File: config.mk
export PLATFORM = sky130hd
export DESIGN_NAME = decode_stage_pipe_flat
export DESIGN_NICKNAME = d
export VERILOG_FILES = /design/src/rtl/decode_stage_pipe_if.sv /design/src/rtl/decode_stage_pipe.sv /design/src/flat_wrapper.sv
export SDC_FILE = /design/constraint.sdc
export NUM_CORES = 2
export LEC_CHECK = 0
export BUFFER_PORTS_ARGS = -buffer_cell sky130_fd_sc_hd__buf_2
export CAP_MARGIN = 15
export CORE_MARGIN = 2
export CORE_UTILIZATION = 25
export CTS_CLUSTER_DIAMETER = 150
export DETAILED_ROUTE_END_ITERATION = 10
export SLEW_MARGIN = 20
export SYNTH_ARGS = -nofsm -noshare
export SYNTH_HDL_FRONTEND = slang
export SYNTH_SLANG_ARGS = --single-unit
File: constraint.sdc
create_clock -name clk -period 3.24 [get_ports clk]
set_clock_uncertainty 0.1 [all_clocks]
set_input_delay 0.648 -clock clk [delete_from_list [all_inputs] [get_ports clk]]
set_output_delay 0.648 -clock clk [all_outputs]
set_load 0.1 [all_outputs]
File: src/rtl/decode_stage_pipe_if.sv
// IF/WB/EX-facing signal bundle of the MIPS-Lite decode stage.
// The slave modport is the decode stage; the master modport is the surrounding pipeline.
interface decode_stage_pipe_if #(
   parameter int DATA  = 32,
   parameter int NREGS = 32
);
   localparam int AW = $clog2(NREGS);

   logic            if_valid;
   logic [31:0]     instruction;
   logic            ex_stall;
   logic            flush;
   logic            wb_en;
   logic [AW-1:0]   wb_addr;
   logic [DATA-1:0] wb_data;

   logic            id_stall;
   logic            halted;
   logic            ex_valid;
   logic [5:0]      ex_opcode;
   logic [AW-1:0]   ex_rs;
   logic [AW-1:0]   ex_rt;
   logic [AW-1:0]   ex_dest;
   logic [DATA-1:0] ex_rs_data;
   logic [DATA-1:0] ex_rt_data;
   logic [DATA-1:0] ex_imm;
   logic            ex_is_load;
   logic            ex_writes_reg;

   modport master (
      output if_valid, instruction, ex_stall, flush, wb_en, wb_addr, wb_data,
      input  id_stall, halted, ex_valid, ex_opcode, ex_rs, ex_rt, ex_dest,
             ex_rs_data, ex_rt_data, ex_imm, ex_is_load, ex_writes_reg
   );

   modport slave (
      input  if_valid, instruction, ex_stall, flush, wb_en, wb_addr, wb_data,
      output id_stall, halted, ex_valid, ex_opcode, ex_rs, ex_rt, ex_dest,
             ex_rs_data, ex_rt_data, ex_imm, ex_is_load, ex_writes_reg
   );
endinterface

File: src/rtl/decode_stage_pipe.sv
// MIPS-Lite ID stage: register file, immediate extension, load-use bubble and ID/EX register.
// Define DECODE_BYPASS_EN for write-first register reads (same-cycle write-back visible to decode).
module decode_stage_pipe #(
   parameter int DATA  = 32,
   parameter int NREGS = 32
) (
   input  logic               clk,
   input  logic               rst,
   decode_stage_pipe_if.slave pipe
);
   localparam int AW   = $clog2(NREGS);
   localparam int RF_N = 1 << AW;

   localparam logic [5:0] OP_XOR  = 6'h0A;
   localparam logic [5:0] OP_XORI = 6'h0B;
   localparam logic [5:0] OP_ORI  = 6'h07;
   localparam logic [5:0] OP_ANDI = 6'h09;
   localparam logic [5:0] OP_LDW  = 6'h0C;
   localparam logic [5:0] OP_STW  = 6'h0D;
   localparam logic [5:0] OP_BEQ  = 6'h0F;
   localparam logic [5:0] OP_HALT = 6'h11;

   // Logical immediates zero-extend; everything else sign-extends.
   function automatic logic signed [DATA-1:0] extendImm(input logic [5:0] op, input logic [15:0] imm);
      if (op == OP_ORI || op == OP_ANDI || op == OP_XORI)
         return DATA'(imm);
      return DATA'(signed'(imm));
   endfunction

   logic signed [DATA-1:0] regFile [RF_N];

   logic [5:0]             opcode_p0;
   logic [AW-1:0]          rs_p0, rt_p0, rd_p0, dest_p0;
   logic                   isRType_p0, isIType_p0;
   logic                   writes_p0, usesRs_p0, usesRt_p0, isLoad_p0, isHalt_p0;
   logic signed [DATA-1:0] rsData_p0, rtData_p0, imm_p0;
   logic                   loadUse;

   logic                   vld_p1;
   logic                   halted_p1;
   logic [5:0]             opcode_p1;
   logic [AW-1:0]          rs_p1, rt_p1, dest_p1;
   logic signed [DATA-1:0] rsData_p1, rtData_p1, imm_p1;
   logic                   isLoad_p1, writes_p1;

   always_ff @(posedge clk) begin
      if (rst) begin
         for (int i = 0; i < RF_N; i++)
            regFile[i] <= '0;
      end else if (pipe.wb_en && pipe.wb_addr != '0) begin
         regFile[pipe.wb_addr] <= pipe.wb_data;
      end
   end

   // ---- stage p0: decode and register read ----
   always_comb begin
      opcode_p0  = pipe.instruction[31:26];
      rs_p0      = pipe.instruction[21 +: AW];
      rt_p0      = pipe.instruction[16 +: AW];
      rd_p0      = pipe.instruction[11 +: AW];
      isRType_p0 = (opcode_p0 <= OP_XOR) && !opcode_p0[0];
      isIType_p0 = ((opcode_p0 <= OP_XORI) && opcode_p0[0]) || (opcode_p0 == OP_LDW);
      writes_p0  = isRType_p0 || isIType_p0;
      dest_p0    = isRType_p0 ? rd_p0 : (isIType_p0 ? rt_p0 : '0);
      usesRs_p0  = (opcode_p0 != OP_HALT);
      usesRt_p0  = isRType_p0 || (opcode_p0 == OP_STW) || (opcode_p0 == OP_BEQ);
      isLoad_p0  = (opcode_p0 == OP_LDW);
      isHalt_p0  = (opcode_p0 == OP_HALT);
      imm_p0     = extendImm(opcode_p0, pipe.instruction[15:0]);
   end

   always_comb begin
      rsData_p0 = regFile[rs_p0];
      rtData_p0 = regFile[rt_p0];
`ifdef DECODE_BYPASS_EN
      if (pipe.wb_en && pipe.wb_addr != '0) begin
         if (pipe.wb_addr == rs_p0)
            rsData_p0 = pipe.wb_data;
         if (pipe.wb_addr == rt_p0)
            rtData_p0 = pipe.wb_data;
      end
`endif
      if (rs_p0 == '0)
         rsData_p0 = '0;
      if (rt_p0 == '0)
         rtData_p0 = '0;
   end

   assign loadUse = pipe.if_valid && vld_p1 && isLoad_p1 && (dest_p1 != '0) &&
                    ((usesRs_p0 && rs_p0 == dest_p1) || (usesRt_p0 && rt_p0 == dest_p1));

   // A flush or reset overrides any hold, so IF is free to move on in those cycles.
   assign pipe.id_stall = !rst && !pipe.flush && (pipe.ex_stall || loadUse);

   // ---- stage p1: ID/EX register ----
   always_ff @(posedge clk) begin
      if (rst) begin
         vld_p1    <= 1'b0;
         halted_p1 <= 1'b0;
         opcode_p1 <= '0;
         rs_p1     <= '0;
         rt_p1     <= '0;
         dest_p1   <= '0;
         rsData_p1 <= '0;
         rtData_p1 <= '0;
         imm_p1    <= '0;
         isLoad_p1 <= 1'b0;
         writes_p1 <= 1'b0;
      end else if (pipe.flush) begin
         vld_p1 <= 1'b0;
      end else if (!pipe.ex_stall) begin
         if (loadUse) begin
            vld_p1 <= 1'b0;
         end else if (pipe.if_valid && !halted_p1) begin
            vld_p1    <= 1'b1;
            opcode_p1 <= opcode_p0;
            rs_p1     <= rs_p0;
            rt_p1     <= rt_p0;
            dest_p1   <= dest_p0;
            rsData_p1 <= rsData_p0;
            rtData_p1 <= rtData_p0;
            imm_p1    <= imm_p0;
            isLoad_p1 <= isLoad_p0;
            writes_p1 <= writes_p0;
            if (isHalt_p0)
               halted_p1 <= 1'b1;
         end else begin
            vld_p1 <= 1'b0;
         end
      end
   end

   assign pipe.halted        = halted_p1;
   assign pipe.ex_valid      = vld_p1;
   assign pipe.ex_opcode     = opcode_p1;
   assign pipe.ex_rs         = rs_p1;
   assign pipe.ex_rt         = rt_p1;
   assign pipe.ex_dest       = dest_p1;
   assign pipe.ex_rs_data    = rsData_p1;
   assign pipe.ex_rt_data    = rtData_p1;
   assign pipe.ex_imm        = imm_p1;
   assign pipe.ex_is_load    = isLoad_p1;
   assign pipe.ex_writes_reg = writes_p1;
endmodule

File: src/flat_wrapper.sv
// flat-port wrapper written by rule: the top's interface ports become plain ports
module decode_stage_pipe_flat 
#(
   parameter int DATA  = 32,
   parameter int NREGS = 32
)
  (clk, rst, pipe_if_valid, pipe_instruction, pipe_ex_stall, pipe_flush, pipe_wb_en, pipe_wb_addr, pipe_wb_data, pipe_id_stall, pipe_halted, pipe_ex_valid, pipe_ex_opcode, pipe_ex_rs, pipe_ex_rt, pipe_ex_dest, pipe_ex_rs_data, pipe_ex_rt_data, pipe_ex_imm, pipe_ex_is_load, pipe_ex_writes_reg);
  decode_stage_pipe_if #(.DATA(DATA), .NREGS(NREGS)) pipe_i ();
  input  logic clk;
  input  logic rst;
  input wire logic [$bits(pipe_i.if_valid)-1:0] pipe_if_valid;
  input wire logic [$bits(pipe_i.instruction)-1:0] pipe_instruction;
  input wire logic [$bits(pipe_i.ex_stall)-1:0] pipe_ex_stall;
  input wire logic [$bits(pipe_i.flush)-1:0] pipe_flush;
  input wire logic [$bits(pipe_i.wb_en)-1:0] pipe_wb_en;
  input wire logic [$bits(pipe_i.wb_addr)-1:0] pipe_wb_addr;
  input wire logic [$bits(pipe_i.wb_data)-1:0] pipe_wb_data;
  output wire logic [$bits(pipe_i.id_stall)-1:0] pipe_id_stall;
  output wire logic [$bits(pipe_i.halted)-1:0] pipe_halted;
  output wire logic [$bits(pipe_i.ex_valid)-1:0] pipe_ex_valid;
  output wire logic [$bits(pipe_i.ex_opcode)-1:0] pipe_ex_opcode;
  output wire logic [$bits(pipe_i.ex_rs)-1:0] pipe_ex_rs;
  output wire logic [$bits(pipe_i.ex_rt)-1:0] pipe_ex_rt;
  output wire logic [$bits(pipe_i.ex_dest)-1:0] pipe_ex_dest;
  output wire logic [$bits(pipe_i.ex_rs_data)-1:0] pipe_ex_rs_data;
  output wire logic [$bits(pipe_i.ex_rt_data)-1:0] pipe_ex_rt_data;
  output wire logic [$bits(pipe_i.ex_imm)-1:0] pipe_ex_imm;
  output wire logic [$bits(pipe_i.ex_is_load)-1:0] pipe_ex_is_load;
  output wire logic [$bits(pipe_i.ex_writes_reg)-1:0] pipe_ex_writes_reg;
  assign pipe_i.if_valid = pipe_if_valid;
  assign pipe_i.instruction = pipe_instruction;
  assign pipe_i.ex_stall = pipe_ex_stall;
  assign pipe_i.flush = pipe_flush;
  assign pipe_i.wb_en = pipe_wb_en;
  assign pipe_i.wb_addr = pipe_wb_addr;
  assign pipe_i.wb_data = pipe_wb_data;
  assign pipe_id_stall = pipe_i.id_stall;
  assign pipe_halted = pipe_i.halted;
  assign pipe_ex_valid = pipe_i.ex_valid;
  assign pipe_ex_opcode = pipe_i.ex_opcode;
  assign pipe_ex_rs = pipe_i.ex_rs;
  assign pipe_ex_rt = pipe_i.ex_rt;
  assign pipe_ex_dest = pipe_i.ex_dest;
  assign pipe_ex_rs_data = pipe_i.ex_rs_data;
  assign pipe_ex_rt_data = pipe_i.ex_rt_data;
  assign pipe_ex_imm = pipe_i.ex_imm;
  assign pipe_ex_is_load = pipe_i.ex_is_load;
  assign pipe_ex_writes_reg = pipe_i.ex_writes_reg;
  decode_stage_pipe #(.DATA(DATA), .NREGS(NREGS)) u_core (.clk(clk), .rst(rst), .pipe(pipe_i));
endmodule
==> flow_summary.ini <==
[run_status]
status = completed

[finish]
largest_register_ffs = 1024
largest-register = u_core.regFile
final_common_cell = edfxtp_1
fin_cells = 7525
seq_area_um2 = 32880
fill_cells = 23125
drive_above_1_share = 0.2637
nets = 4436
mostFrequentLayoutCells = edfxtp_1 (1024), and2_1 (995), mux4_2 (408), mux2i_1 (235), buf_4 (199)
area_delta_synth_final_pct = 17.40
design_area_um2 = 68640
multi_input_area_um2 = 24050

[synth]
synth_edf_count = 1024
synth_adder_area_share = 0
synth_compound_area_frac = 0.05421
synthesis.area_um2 = 58470
synthMuxAreaShare = 0.2055
ys.flop_type = edfxtp_1
ys_seq_area_frac = 0.5622
syn_avg_cell_area_um2 = 13.92
synth_xor_area_frac = 0.001648
synth_top_family_by_area = multiplexers
synth-simple-area-share = 0.1428
synthCells = 4199
synth_cell_types = 51
async_flop_share = 0
yosysWarningCount = 0
ys_seq_elements = 1130

[global_routing]
grt_max_degree = 135
antenna_found_initial = 51
grt-ovfl-total = 0
grt_pass1_wl_mm = 318.2
grt_pass1_vias = 39515
grt_usage = 0.1909

[floorplan]
die_area_um2 = 237800
ios = 197
die_x_um = 487.6
start_util = 0.2514
rows = 177
coreArea_um2 = 232500
die_h_um = 487.6

[placed_design]
placed_cells = 7277
io_buffers = 196
dpl_worst_slack_ps = 153.6
detailed_place_hpwl_mm = 140.7
place_area_um2 = 64600
gp_congestion = 0.8707

[route]
ant_nets = 0
drt-initial-drc-count = 6350
drtPass1Iterations = 6
finalWirelength_mm = 233.4
drc = 0
via_count = 40492
wire_per_inst_um = 31.02
vias_per_cell = 5.381

[clocking]
clock-sinks = 1130
clock_latency_ps = 760
cts_tree = done
cts_max_level = 3
clk_pin_slew_ps = 60
cts_buffers = 120
cts_root_buf = clkbuf_16
clk_path_buf_depth = 3

[critical_path]
critPathKind = flop to primary output
start_kind = flop
regToRegSetupSlack_ps = 390
rr_startpoint = u_core.pipe.ex_dest[0]
end_kind = primary output
rr_worst_depth = 9
r2r-end = u_core.pipe.ex_rt_data[28]
cp.arrival_ps = 2360
worstPathRequired_ps = 2490
crit_fanout = 5

[timing]
setup_ws_ps = 127.9
tightest_slew_ps = 1031
fin_crit_ps = 3112
slew_headroom = 0.3129
rsz0062_at_grt = no
hold_viol = 0
finalCritPeriodShare = 0.9605
fin_setup_tns_ps = 0
report.final.setup_viol = 0
slew_violations = 0
max_freq_mhz = 321.3

[power]
power_uw = 35660
ir_drop_uv = 450.0
p_per_area_nw_per_um2 = 519.6
leakage_uw = 0.02387

[worst_hold_path]
min_path_type = input port to flop
holdPathStages = 3
worstHoldEndpoint = u_core.pipe.ex_imm[8]
worstHoldStart = pipe_instruction[8]

[job]
drv_cap = 0
metal layers:
| layer | vias up | global-route usage | share of wire |
|---|---|---|---|
| li1 | 16182 | - | - |
| met1 | 20739 | 0.2446 | 0.37 |
| met2 | 2982 | 0.2979 | 0.46 |
| met3 | 575 | 0.05275 | 0.13 |
| met4 | 14 | 0.08970 | 0.050 |
| met5 | - | 0.0006124 | 0.00042 |
metrics by stage:
step                      hold slack (ps)  utilization
after floorplan                     602.2            -
after global routing                20.48       0.2951
after global placement              340.2       0.2777
final                               47.69       0.2952
after CTS                           2.756       0.2949
after detailed placement            346.2       0.2778
synth_stat cells, types with 58 or more instances:
master    number  area (µm²)
a211oi_1      69       518.0
a22oi_1       60       450.4
and2_1       994        6218
nand2_1      195       732.0
dfxtp_1      106        2122
buf_2         89       445.4
clkbuf_1     292        1096
mux4_2       408        9189
o22ai_1       58       362.9
edfxtp_1    1024       30750
nand3_1       64       320.3
a21oi_1      153       765.7
mux2i_1      235        2352
kinds of logic after synthesis:
kind of cell	count (synthesis)
other	1
flip-flops	1130
multiplexers	685
AND/OR/NAND/NOR	1435
buffers and inverters	455
XOR/XNOR	11
AO/OA/AOI/OAI	482
cell type report:
class                           count  area share
Tap cell                         3043     0.05547
Sequential cell                  1130      0.4790
Timing Repair Buffer              462     0.05700
Clock buffer                      166     0.04847
Clock inverter                     63    0.008987
Multi-Input combinational cell   2645      0.3504
Inverter                            2   0.0001094
Antenna cell                       14   0.0005104
critical path: stages, from the launching register on:
cell     delay [ps]
dfxtp_2         350
xor2_1          140
nor4_1          280
nand4_1         200
a21oi_4         230
nor2_4           70
nor3_4          150
buf_12          210
repair_timing:
item / in CTS / in global routing
resized for setup: 3 / 2
buffers inserted: 1 / 3
hold buffers: 2 / 0
cloned: 0 / 0
hold endpoints to repair: 2 / 0
endpoints found under the setup margin: 1 / 1
pin swaps: 1 / 4
how the worst max path moves through the flow:
stage | from | end | slack, ps
CTS | u_core.pipe.ex_dest[0] | pipe_id_stall | 30
finish | u_core.pipe.ex_dest[2] | pipe_id_stall | 130
detailed placement | pipe_instruction[20] | u_core.pipe.ex_rt_data[2] | 150
floorplan | u_core.pipe.ex_dest[1] | pipe_id_stall | 90
global route | u_core.pipe.ex_dest[0] | pipe_id_stall | 10
global placement | pipe_instruction[27] | u_core.pipe.ex_writes_reg | -120
power by group:
part	switching, µW	internal, µW	total [µW]
Clock	6040	8020	14100
Sequential	434	16700	17100
Combinational	2810	1700	4510
Power figures use the tool's default switching activity.
